--- src/rtl/wb_line_downsizer_if.sv ---
`timescale 1ns/1ps
// Bus bundle for wb_line_downsizer: wide upstream Wishbone slave side plus narrow downstream master side.
// The "slave" modport is the adapter's view; "master" is the view of whatever drives and responds to it.
interface wb_line_downsizer_if #(
    parameter int ADDR_WIDTH       = 32,
    parameter int WIDE_WIDTH       = 128,
    parameter int NARROW_WIDTH     = 32,
    parameter int ADDR_GRANULARITY = 8
);
    localparam int WSEL = WIDE_WIDTH / ADDR_GRANULARITY;
    localparam int NSEL = NARROW_WIDTH / ADDR_GRANULARITY;

    logic [ADDR_WIDTH-1:0]   s_adr_i;
    logic [WIDE_WIDTH-1:0]   s_dat_i;
    logic [WIDE_WIDTH-1:0]   s_dat_o;
    logic                    s_we_i;
    logic [WSEL-1:0]         s_sel_i;
    logic                    s_stb_i;
    logic                    s_cyc_i;
    logic                    s_ack_o;
    logic                    s_err_o;
    logic                    s_rty_o;

    logic [ADDR_WIDTH-1:0]   m_adr_o;
    logic [NARROW_WIDTH-1:0] m_dat_o;
    logic [NARROW_WIDTH-1:0] m_dat_i;
    logic                    m_we_o;
    logic [NSEL-1:0]         m_sel_o;
    logic                    m_stb_o;
    logic                    m_cyc_o;
    logic                    m_ack_i;
    logic                    m_err_i;
    logic                    m_rty_i;

    modport slave (
        input  s_adr_i, s_dat_i, s_we_i, s_sel_i, s_stb_i, s_cyc_i,
        output s_dat_o, s_ack_o, s_err_o, s_rty_o,
        output m_adr_o, m_dat_o, m_we_o, m_sel_o, m_stb_o, m_cyc_o,
        input  m_dat_i, m_ack_i, m_err_i, m_rty_i
    );

    modport master (
        output s_adr_i, s_dat_i, s_we_i, s_sel_i, s_stb_i, s_cyc_i,
        input  s_dat_o, s_ack_o, s_err_o, s_rty_o,
        input  m_adr_o, m_dat_o, m_we_o, m_sel_o, m_stb_o, m_cyc_o,
        output m_dat_i, m_ack_i, m_err_i, m_rty_i
    );
endinterface

--- src/rtl/wb_line_downsizer.sv ---
`timescale 1ns/1ps
// Splits one wide classic-cycle Wishbone line transfer into sequential narrow beats (reads reassembled).
// Latency: accept + one cycle per beat (+1 per wait/retry) + one response cycle; upstream is held until then.
// WB_DOWNSIZER_BEAT_SKIP_EN: beats whose byte-select slice is all zero are not issued downstream.
module wb_line_downsizer #(
    parameter int ADDR_WIDTH       = 32,
    parameter int WIDE_WIDTH       = 128,
    parameter int NARROW_WIDTH     = 32,
    parameter int ADDR_GRANULARITY = 8
) (
    input  logic               clk,
    input  logic               rst,
    wb_line_downsizer_if.slave bus
);
    localparam int BEATS      = WIDE_WIDTH / NARROW_WIDTH;
    localparam int NSEL       = NARROW_WIDTH / ADDR_GRANULARITY;
    localparam int WSEL       = WIDE_WIDTH / ADDR_GRANULARITY;
    localparam int BEAT_IDX_W = $clog2(BEATS);
    localparam int OFF_W      = $clog2(WSEL);
    localparam logic [BEAT_IDX_W-1:0] LAST_IDX = BEAT_IDX_W'(BEATS - 1);

    typedef enum logic [1:0] {IDLE, BEAT, RESP} state_t;

    state_t                  r_state, w_state_nxt;
    logic [ADDR_WIDTH-1:0]   r_base;
    logic                    r_we;
    logic [WSEL-1:0]         r_sel;
    logic [WIDE_WIDTH-1:0]   r_wdat;
    logic [WIDE_WIDTH-1:0]   r_rbuf;
    logic [BEAT_IDX_W-1:0]   r_idx, w_idx_nxt;
    logic                    r_err;
    logic                    w_accept, w_beat_ack, w_beat_err, w_in_beat;
    logic [BEAT_IDX_W:0]     w_first, w_next;   // {found, beat index}
    logic                    w_unused_adr;

    assign w_unused_adr = ^bus.s_adr_i[OFF_W-1:0];

`ifdef WB_DOWNSIZER_BEAT_SKIP_EN
    function automatic logic [BEAT_IDX_W:0] find_beat(input logic [WSEL-1:0] sel, input int from);
        logic [BEAT_IDX_W:0] res;
        res = '0;
        for (int i = BEATS - 1; i >= 0; i--) begin
            if (i >= from && sel[i*NSEL +: NSEL] != '0)
                res = {1'b1, BEAT_IDX_W'(i)};
        end
        return res;
    endfunction

    assign w_first = find_beat(bus.s_sel_i, 0);
    assign w_next  = find_beat(r_sel, int'(r_idx) + 1);
`else
    assign w_first = {1'b1, {BEAT_IDX_W{1'b0}}};
    assign w_next  = {r_idx != LAST_IDX, r_idx + 1'b1};
`endif

    always_comb begin
        w_state_nxt = r_state;
        w_idx_nxt   = r_idx;
        w_accept    = 1'b0;
        w_beat_ack  = 1'b0;
        w_beat_err  = 1'b0;
        unique case (r_state)
            IDLE: begin
                if (bus.s_cyc_i && bus.s_stb_i) begin
                    w_accept = 1'b1;
                    if (w_first[BEAT_IDX_W]) begin
                        w_state_nxt = BEAT;
                        w_idx_nxt   = w_first[BEAT_IDX_W-1:0];
                    end else begin
                        w_state_nxt = RESP;
                    end
                end
            end
            BEAT: begin
                // err wins over ack; a retry or wait simply re-presents the same beat
                if (bus.m_err_i) begin
                    w_beat_err  = 1'b1;
                    w_state_nxt = RESP;
                end else if (bus.m_ack_i) begin
                    w_beat_ack = 1'b1;
                    if (w_next[BEAT_IDX_W])
                        w_idx_nxt = w_next[BEAT_IDX_W-1:0];
                    else
                        w_state_nxt = RESP;
                end else if (bus.m_rty_i) begin
                    w_state_nxt = BEAT;
                end
            end
            RESP:    w_state_nxt = IDLE;
            default: w_state_nxt = IDLE;
        endcase
    end

    always_ff @(posedge clk or negedge rst) begin
        if (!rst)
            r_state <= IDLE;
        else
            r_state <= w_state_nxt;
    end

    always_ff @(posedge clk or negedge rst) begin
        if (!rst) begin
            r_base <= '0;
            r_we   <= 1'b0;
            r_sel  <= '0;
            r_wdat <= '0;
            r_rbuf <= '0;
            r_idx  <= '0;
            r_err  <= 1'b0;
        end else begin
            r_idx <= w_idx_nxt;
            if (w_accept) begin
                r_base <= {bus.s_adr_i[ADDR_WIDTH-1:OFF_W], {OFF_W{1'b0}}};
                r_we   <= bus.s_we_i;
                r_sel  <= bus.s_sel_i;
                r_wdat <= bus.s_dat_i;
                r_rbuf <= '0;
                r_err  <= 1'b0;
            end
            if (w_beat_ack && !r_we)
                r_rbuf[r_idx*NARROW_WIDTH +: NARROW_WIDTH] <= bus.m_dat_i;
            if (w_beat_err)
                r_err <= 1'b1;
            else if (r_state == RESP)
                r_err <= 1'b0;
        end
    end

    // Downstream outputs depend only on state and latched copies, never on live s_* inputs
    assign w_in_beat   = (r_state == BEAT);
    assign bus.m_cyc_o = w_in_beat;
    assign bus.m_stb_o = w_in_beat;
    assign bus.m_we_o  = w_in_beat & r_we;
    assign bus.m_adr_o = w_in_beat ? r_base + ADDR_WIDTH'(r_idx) * ADDR_WIDTH'(NSEL) : '0;
    assign bus.m_sel_o = w_in_beat ? r_sel[r_idx*NSEL +: NSEL] : '0;
    assign bus.m_dat_o = w_in_beat ? r_wdat[r_idx*NARROW_WIDTH +: NARROW_WIDTH] : '0;

    assign bus.s_ack_o = (r_state == RESP) & ~r_err;
    assign bus.s_err_o = (r_state == RESP) & r_err;
    assign bus.s_rty_o = 1'b0;
    assign bus.s_dat_o = r_rbuf;
endmodule

--- src/flat_wrapper.sv ---
// flat-port wrapper written by rule: the top's interface ports become plain ports
module wb_line_downsizer_flat 
#(
    parameter int ADDR_WIDTH       = 32,
    parameter int WIDE_WIDTH       = 128,
    parameter int NARROW_WIDTH     = 32,
    parameter int ADDR_GRANULARITY = 8
)
  (clk, rst, bus_s_adr_i, bus_s_dat_i, bus_s_we_i, bus_s_sel_i, bus_s_stb_i, bus_s_cyc_i, bus_s_dat_o, bus_s_ack_o, bus_s_err_o, bus_s_rty_o, bus_m_adr_o, bus_m_dat_o, bus_m_we_o, bus_m_sel_o, bus_m_stb_o, bus_m_cyc_o, bus_m_dat_i, bus_m_ack_i, bus_m_err_i, bus_m_rty_i);
  wb_line_downsizer_if #(.ADDR_WIDTH(ADDR_WIDTH), .WIDE_WIDTH(WIDE_WIDTH), .NARROW_WIDTH(NARROW_WIDTH), .ADDR_GRANULARITY(ADDR_GRANULARITY)) bus_i ();
  input  logic clk;
  input  logic rst;
  input wire logic [$bits(bus_i.s_adr_i)-1:0] bus_s_adr_i;
  input wire logic [$bits(bus_i.s_dat_i)-1:0] bus_s_dat_i;
  input wire logic [$bits(bus_i.s_we_i)-1:0] bus_s_we_i;
  input wire logic [$bits(bus_i.s_sel_i)-1:0] bus_s_sel_i;
  input wire logic [$bits(bus_i.s_stb_i)-1:0] bus_s_stb_i;
  input wire logic [$bits(bus_i.s_cyc_i)-1:0] bus_s_cyc_i;
  output wire logic [$bits(bus_i.s_dat_o)-1:0] bus_s_dat_o;
  output wire logic [$bits(bus_i.s_ack_o)-1:0] bus_s_ack_o;
  output wire logic [$bits(bus_i.s_err_o)-1:0] bus_s_err_o;
  output wire logic [$bits(bus_i.s_rty_o)-1:0] bus_s_rty_o;
  output wire logic [$bits(bus_i.m_adr_o)-1:0] bus_m_adr_o;
  output wire logic [$bits(bus_i.m_dat_o)-1:0] bus_m_dat_o;
  output wire logic [$bits(bus_i.m_we_o)-1:0] bus_m_we_o;
  output wire logic [$bits(bus_i.m_sel_o)-1:0] bus_m_sel_o;
  output wire logic [$bits(bus_i.m_stb_o)-1:0] bus_m_stb_o;
  output wire logic [$bits(bus_i.m_cyc_o)-1:0] bus_m_cyc_o;
  input wire logic [$bits(bus_i.m_dat_i)-1:0] bus_m_dat_i;
  input wire logic [$bits(bus_i.m_ack_i)-1:0] bus_m_ack_i;
  input wire logic [$bits(bus_i.m_err_i)-1:0] bus_m_err_i;
  input wire logic [$bits(bus_i.m_rty_i)-1:0] bus_m_rty_i;
  assign bus_i.s_adr_i = bus_s_adr_i;
  assign bus_i.s_dat_i = bus_s_dat_i;
  assign bus_i.s_we_i = bus_s_we_i;
  assign bus_i.s_sel_i = bus_s_sel_i;
  assign bus_i.s_stb_i = bus_s_stb_i;
  assign bus_i.s_cyc_i = bus_s_cyc_i;
  assign bus_s_dat_o = bus_i.s_dat_o;
  assign bus_s_ack_o = bus_i.s_ack_o;
  assign bus_s_err_o = bus_i.s_err_o;
  assign bus_s_rty_o = bus_i.s_rty_o;
  assign bus_m_adr_o = bus_i.m_adr_o;
  assign bus_m_dat_o = bus_i.m_dat_o;
  assign bus_m_we_o = bus_i.m_we_o;
  assign bus_m_sel_o = bus_i.m_sel_o;
  assign bus_m_stb_o = bus_i.m_stb_o;
  assign bus_m_cyc_o = bus_i.m_cyc_o;
  assign bus_i.m_dat_i = bus_m_dat_i;
  assign bus_i.m_ack_i = bus_m_ack_i;
  assign bus_i.m_err_i = bus_m_err_i;
  assign bus_i.m_rty_i = bus_m_rty_i;
  wb_line_downsizer #(.ADDR_WIDTH(ADDR_WIDTH), .WIDE_WIDTH(WIDE_WIDTH), .NARROW_WIDTH(NARROW_WIDTH), .ADDR_GRANULARITY(ADDR_GRANULARITY)) u_core (.clk(clk), .rst(rst), .bus(bus_i));
endmodule
--- config.mk ---
export PLATFORM = sky130hd
export DESIGN_NAME = wb_line_downsizer_flat
export DESIGN_NICKNAME = d
export VERILOG_FILES = /design/src/rtl/wb_line_downsizer_if.sv /design/src/rtl/wb_line_downsizer.sv /design/src/flat_wrapper.sv
export SDC_FILE = /design/constraint.sdc
export NUM_CORES = 1
export LEC_CHECK = 0
export ABC_AREA = 1
export CAP_MARGIN = 10
export CORE_MARGIN = 2
export CORE_UTILIZATION = 40
export CTS_CLUSTER_DIAMETER = 120
export CTS_CLUSTER_SIZE = 40
export DETAILED_ROUTE_END_ITERATION = 10
export DONT_BUFFER_PORTS = 1
export GPL_TIMING_DRIVEN = 0
export PLACE_DENSITY_LB_ADDON = 0.08
export SLEW_MARGIN = 20
export SYNTH_ARGS = -nofsm -noshare
export SYNTH_HDL_FRONTEND = slang
export SYNTH_SLANG_ARGS = --single-unit
--- constraint.sdc ---
create_clock -name clk -period 2.9 [get_ports clk]
set_input_delay 0.29 -clock clk [delete_from_list [all_inputs] [get_ports clk]]
set_output_delay 0.29 -clock clk [all_outputs]
set_load 0.005 [all_outputs]
-- Yosys cells after proc, flatten, opt, wreduce, memory -nomap -nowiden
Index checks and enable logic that the tools add are counted.
- add/sub/neg operators: 3
- shift operators: 4
- reductions and logical operators: 8
- mux-type cells: 27
- bitwise logic cells: 4
- equal/unequal tests: 9
- operators with widths (kind ; count):
    $mux 128 ; 2
    $bwmux 128 ; 1
    $shift 32x34->128 const A ; 1
    $shiftx 128x8->32 ; 1
    $shiftx 32x34->128 ; 1
    $mux 32 ; 2
    $neg 7->34 ; 1
    $add 32x4->32 ; 1
    $mux 2 ; 9
    $shiftx 16x5->4 ; 1
    $mux 1 ; 10
    $ne 2x2->1 const B ; 4
    $ne 4x4->1 const B ; 2
    $pmux 2 s2 ; 2
    $reduce_and 5->1 ; 1
    $mux 4 ; 1
    $and 1x1->1 ; 3
    $reduce_and 3->1 ; 1
    $reduce_bool 3->1 ; 1
    $add 2x1->2 const B ; 1
    $eq 2x1->1 const B ; 1
    $eq 2x2->1 const B ; 1
    $logic_and 1x1->1 ; 2
    $logic_not 2->1 ; 1
    other kinds (4) ; 4
- flip-flop bits (word level): 306
- word-level logic and storage cells: 63

-- Logic depth before layout (Yosys ltp)
- depth in word-level cells: 6
- depth in mapped cells: 11

-- Worst setup path before layout
OpenSTA, ideal clock, no wires.
- path type: reg2reg
- start point: register u_core.r_idx[0]
- end point: register u_core.r_rbuf[122], in the netlist u_core.bus.s_dat_o[122]
- path slack: 745 ps
- required time: 2783 ps
- arrival time: 2038 ps
- cell stages (with the launch flop): 12
- path through: dfrtp_1 -> buf_2 -> clkinv_1 -> clkbuf_1 -> ha_1 -> buf_2 -> inv_1 -> nand2_1 -> buf_1 -> nor2_1 -> nand3_1 -> nand2_1
- longest elaborated chain between the ends: 4
- RTL lines (item ; line ; RTL):
    start, declared ; wb_line_downsizer.sv:30 ; logic [BEAT_IDX_W-1:0] r_idx, w_idx_nxt;
    start signal, assigned ; wb_line_downsizer.sv:111 ; r_idx <= w_idx_nxt;
    $neg 7->34 * ; wb_line_downsizer.sv:121 ; r_rbuf[r_idx*NARROW_WIDTH +: NARROW_WIDTH] <= bus.m_dat_i;
    $shiftx 32x34->128 or $shift 32x34->128 (tied branches) ; wb_line_downsizer.sv:121 ;
    $bwmux 128 * ; wb_line_downsizer.sv:121 ;
    $mux 128 * ; wb_line_downsizer.sv:120 ; if (w_beat_ack && !r_we)
    end signal, assigned by index ; wb_line_downsizer.sv:121 ;
    end, declared ; wb_line_downsizer.sv:29 ; logic [WIDE_WIDTH-1:0] r_rbuf;
Every way passes the cells marked *; elsewhere a longest branch is shown, timed or not.
A chain may end at the register's enable or synchronous reset.

-- Worst setup path after layout
- start point: register u_core.r_idx[0]
- end point: output port bus_m_dat_o[25]
- longest elaborated chain between the ends: 2
- RTL lines (item ; line ; RTL):
    $shiftx 128x8->32 ; wb_line_downsizer.sv:136 ; assign bus.m_dat_o = w_in_beat ? r_wdat[r_idx*NARROW_WIDTH +: NARROW_WIDTH] : '0;
    $mux 32 ; wb_line_downsizer.sv:136 ;
    end, declared ; flat_wrapper.sv:24 ; output wire logic [$bits(bus_i.m_dat_o)-1:0] bus_m_dat_o;
No other way between the ends.

==> run_results.csv <==
group,metric,value,unit
clocking,hold_buffers,206,
worst_setup_path,r2r-start,"u_core.r_idx[0]$_DFFE_PN0P_",
die,fp-row-count,72,
sta,grt_setup_unrepaired,"no",
run_status,violations,"hold timing",
worst_setup_path,crit_type,"flip-flop to output pin",
clocking,cts.sinks,306,
sta,tightest_slew,0.977,ns
sta,worst_slack,0.181,ns
worst_setup_path,crit_path_max_fanout,10,
die,start_util,40.4,%
sta,maxSlewHeadroom,34.8,%
sta,slew_viol_final,0,
worst_setup_path,worstSetupEndpointType,"output pin",
routing,drtPass1Iterations,5,
worst_setup_path,critPathRequiredTime,2.61,ns
global_routing,grt_pass1_vias,14427,
clocking,post_cts_buffers,0,
routing,antenna_left,0,
sta,max_freq,368,MHz
finish,nNetsFinal,2561,
sta,finalCriticalPeriod,2.72,ns
die,die-area,40500,um^2
logic_synthesis,syn_avg_cell_area,7.35,um^2
die,coreArea,38600,um^2
clocking,cts_made_buffers,12,
sta,clock_skew,0.0264,ns
placement,pre_cts_ws,-0.423,ns
routing,drc,0,
logic_synthesis,synth_seq_area_share,49.2,%
placement,io_buffer_count,0,
die,dieWidth,201,um
worst_setup_path,startpoint_type,"flip-flop",
sta,setup-tns-final,0,ns
worst_setup_path,r2r_slack,0.20,ns
placement,place_hpwl,41200,um
run_status,status,"finished, violations left",
finish,areaGrowthSynthToFinish,20.3,%
sta,setup_viol,0,
power,ir_drop,0.446,mV
sta,hold_ws,-0.559,ns
logic_synthesis,ys_warn_count,0,
placement,routabilityCongestion,0.959,
global_routing,grt_pass1_wl,87800,um
routing,wl,57500,um
logic_synthesis,syn_area,15600,um^2
clocking,cts_tree,"yes",
finish,drive_gt1_share,3.45,%
worst_setup_path,r2r-end,"u_core.bus.s_dat_o[44]$_DFF_PN0_",
global_routing,grt_overflow,0,
die,die_h,201,um
finish,final_util,48.6,%
global_routing,track_usage,28.0,%
die,io_pins,418,
clocking,clkSlewWorstSetupHoldPaths,0.15,ns
power,powerDensity,791,nW/um^2
worst_setup_path,crit_arrival,2.43,ns
logic_synthesis,yosys_register_bits,306,
job,maxCapViolations,0,
logic_synthesis,ys_types,20,
power,leakage,9.37,nW
clocking,insertion_delay,0.53,ns
worst_setup_path,rr_worst_depth,10,
clocking,cts-root-buf,"clkbuf_16",
routing,drt-vias-per-instance,5.11,
sta,hold_viol_final,306,
routing,dr.first_iter.drc_count,1157,
clocking,clockBufferDepth,3,
routing,vias,14643,
sta,fin_crit_sh,93.8,%
logic_synthesis,synthCells,2117,
clocking,h-tree-depth,1,
hold_path,hold_class,"input port to async pin",
routing,wl_per_cell,20.1,um
global_routing,antenna_found_initial,5,
global_routing,grt_max_degree,307,
power,power,14.8,mW
stage by stage:
stage / area (um^2) / std cells / hold WS (ns)
floorplan: 15600 / 2119 / -0.00559
global placement: 16200 / 2637 / 0.00427
detailed placement: 16200 / 2637 / 0.00271
CTS: 18700 / 2863 / -0.576
global route: 18700 / 2866 / -0.593
finish: 18700 / 2866 / -0.559
how the worst max path moves through the flow:
stage | startpoint | endpoint | slack [ns] | cells after the start
after floorplan | u_core.r_idx[0]$_DFFE_PN0P_ | u_core.bus.s_dat_o[122]$_DFF_PN0_ | 0.74 | 11
after global placement | u_core.r_idx[0]$_DFFE_PN0P_ | u_core.bus.s_dat_o[125]$_DFF_PN0_ | -0.40 | 11
after detailed placement | u_core.r_idx[0]$_DFFE_PN0P_ | u_core.bus.s_dat_o[125]$_DFF_PN0_ | -0.42 | 11
after CTS | u_core.r_idx[1]$_DFFE_PN0P_ | u_core.bus.s_dat_o[126]$_DFF_PN0_ | 0.03 | 10
after global routing | u_core.r_idx[0]$_DFFE_PN0P_ | bus_m_dat_o[28] | 0.02 | 7
final | u_core.r_idx[0]$_DFFE_PN0P_ | bus_m_dat_o[25] | 0.18 | 7
registers in the layout, summed over array words and instances, names as in the netlist:
register            count
u_core.bus.s_dat_o    128
u_core.r_base          28
u_core.r_err            1
u_core.r_idx            2
u_core.r_sel           16
u_core.r_state          2
u_core.r_wdat         128
u_core.r_we             1
timing repair:
| action | in CTS | in global routing |
|---|---|---|
| endpoints found under the hold margin | 534 | 306 |
| endpoints found under the setup margin | 146 | 87 |
| gates resized for setup | 4 | 18 |
critical path, stage by stage (launching register included):
cell and delay [ns]:
dfrtp_1 0.45, clkbuf_4 0.25, buf_2 0.28, buf_2 0.31
nor2_1 0.08, nor2_1 0.14, nand2_1 0.06, a21oi_1 0.32
metal layers:
metal,global-route usage [%],share of wire [%],vias up
met5,0,0.042,-
met4,6.93,2.6,4
met3,5.99,7.1,87
met2,43.9,45,484
met1,39.5,45,6981
li1,-,-,7087
layout by cell type (no fill, tap or decap), types with 6 or more instances in the layout:
cell type,count
buf_2,34
buf_1,19
nand3_1,238
clkbuf_16,13
clkbuf_2,9
ha_1,6
nand4_1,6
clkbuf_1,101
o21ai_0,39
a21boi_0,128
nand2_1,625
nor2_1,376
dlygate4sd3_1,206
dfrtp_1,306
buf_4,8
inv_1,110
a21oi_1,101
power by group:
part | leakage, nW | internal [mW] | switching (mW)
combinational | 5.27 | 1.78 | 4.49
sequential | 3.90 | 5.48 | 0.600
clock | 0.200 | 0.976 | 1.48
synthesized netlist by cell type:
cell      number  area share, %
o21ai_0       39            1.3
clkinv_1       1          0.024
nand3_1      238            7.7
a21boi_0     128            6.2
conb_1         1          0.024
nand4_1        6           0.24
buf_4          8           0.39
dfrtp_1      306             49
buf_2         35            1.1
nor2_1       377            9.1
clkbuf_1     107            2.6
inv_2          3          0.072
nand2_1      626             15
nor2_4         1          0.072
ha_1           6           0.48
nor3_2         1          0.064
buf_1         22           0.53
or2_2          1          0.040
a21oi_1      101            3.2
inv_1        110            2.7
logic make-up after synthesis:
group | share of synthesized area [%]
and+or+nand+nor | 32.3
adders and majority gates | 0.482
DFF | 49.2
buffers and inverters | 7.37
AOI/OAI and AO/OA | 10.7
other | 0.0241
cell type report:
type / instances / area, um^2
timing repair buffer: 206 / 2060
clock buffer: 15 / 343
fill: 3892 / 19800
clock inverter: 5 / 73.8
multi-input combinational: 1527 / 6770
antenna: 3 / 7.51
sequential: 306 / 7660
tap: 518 / 648
inverter: 114 / 429
buffer: 172 / 737
Note: power is estimated with default switching activity, not from simulation.
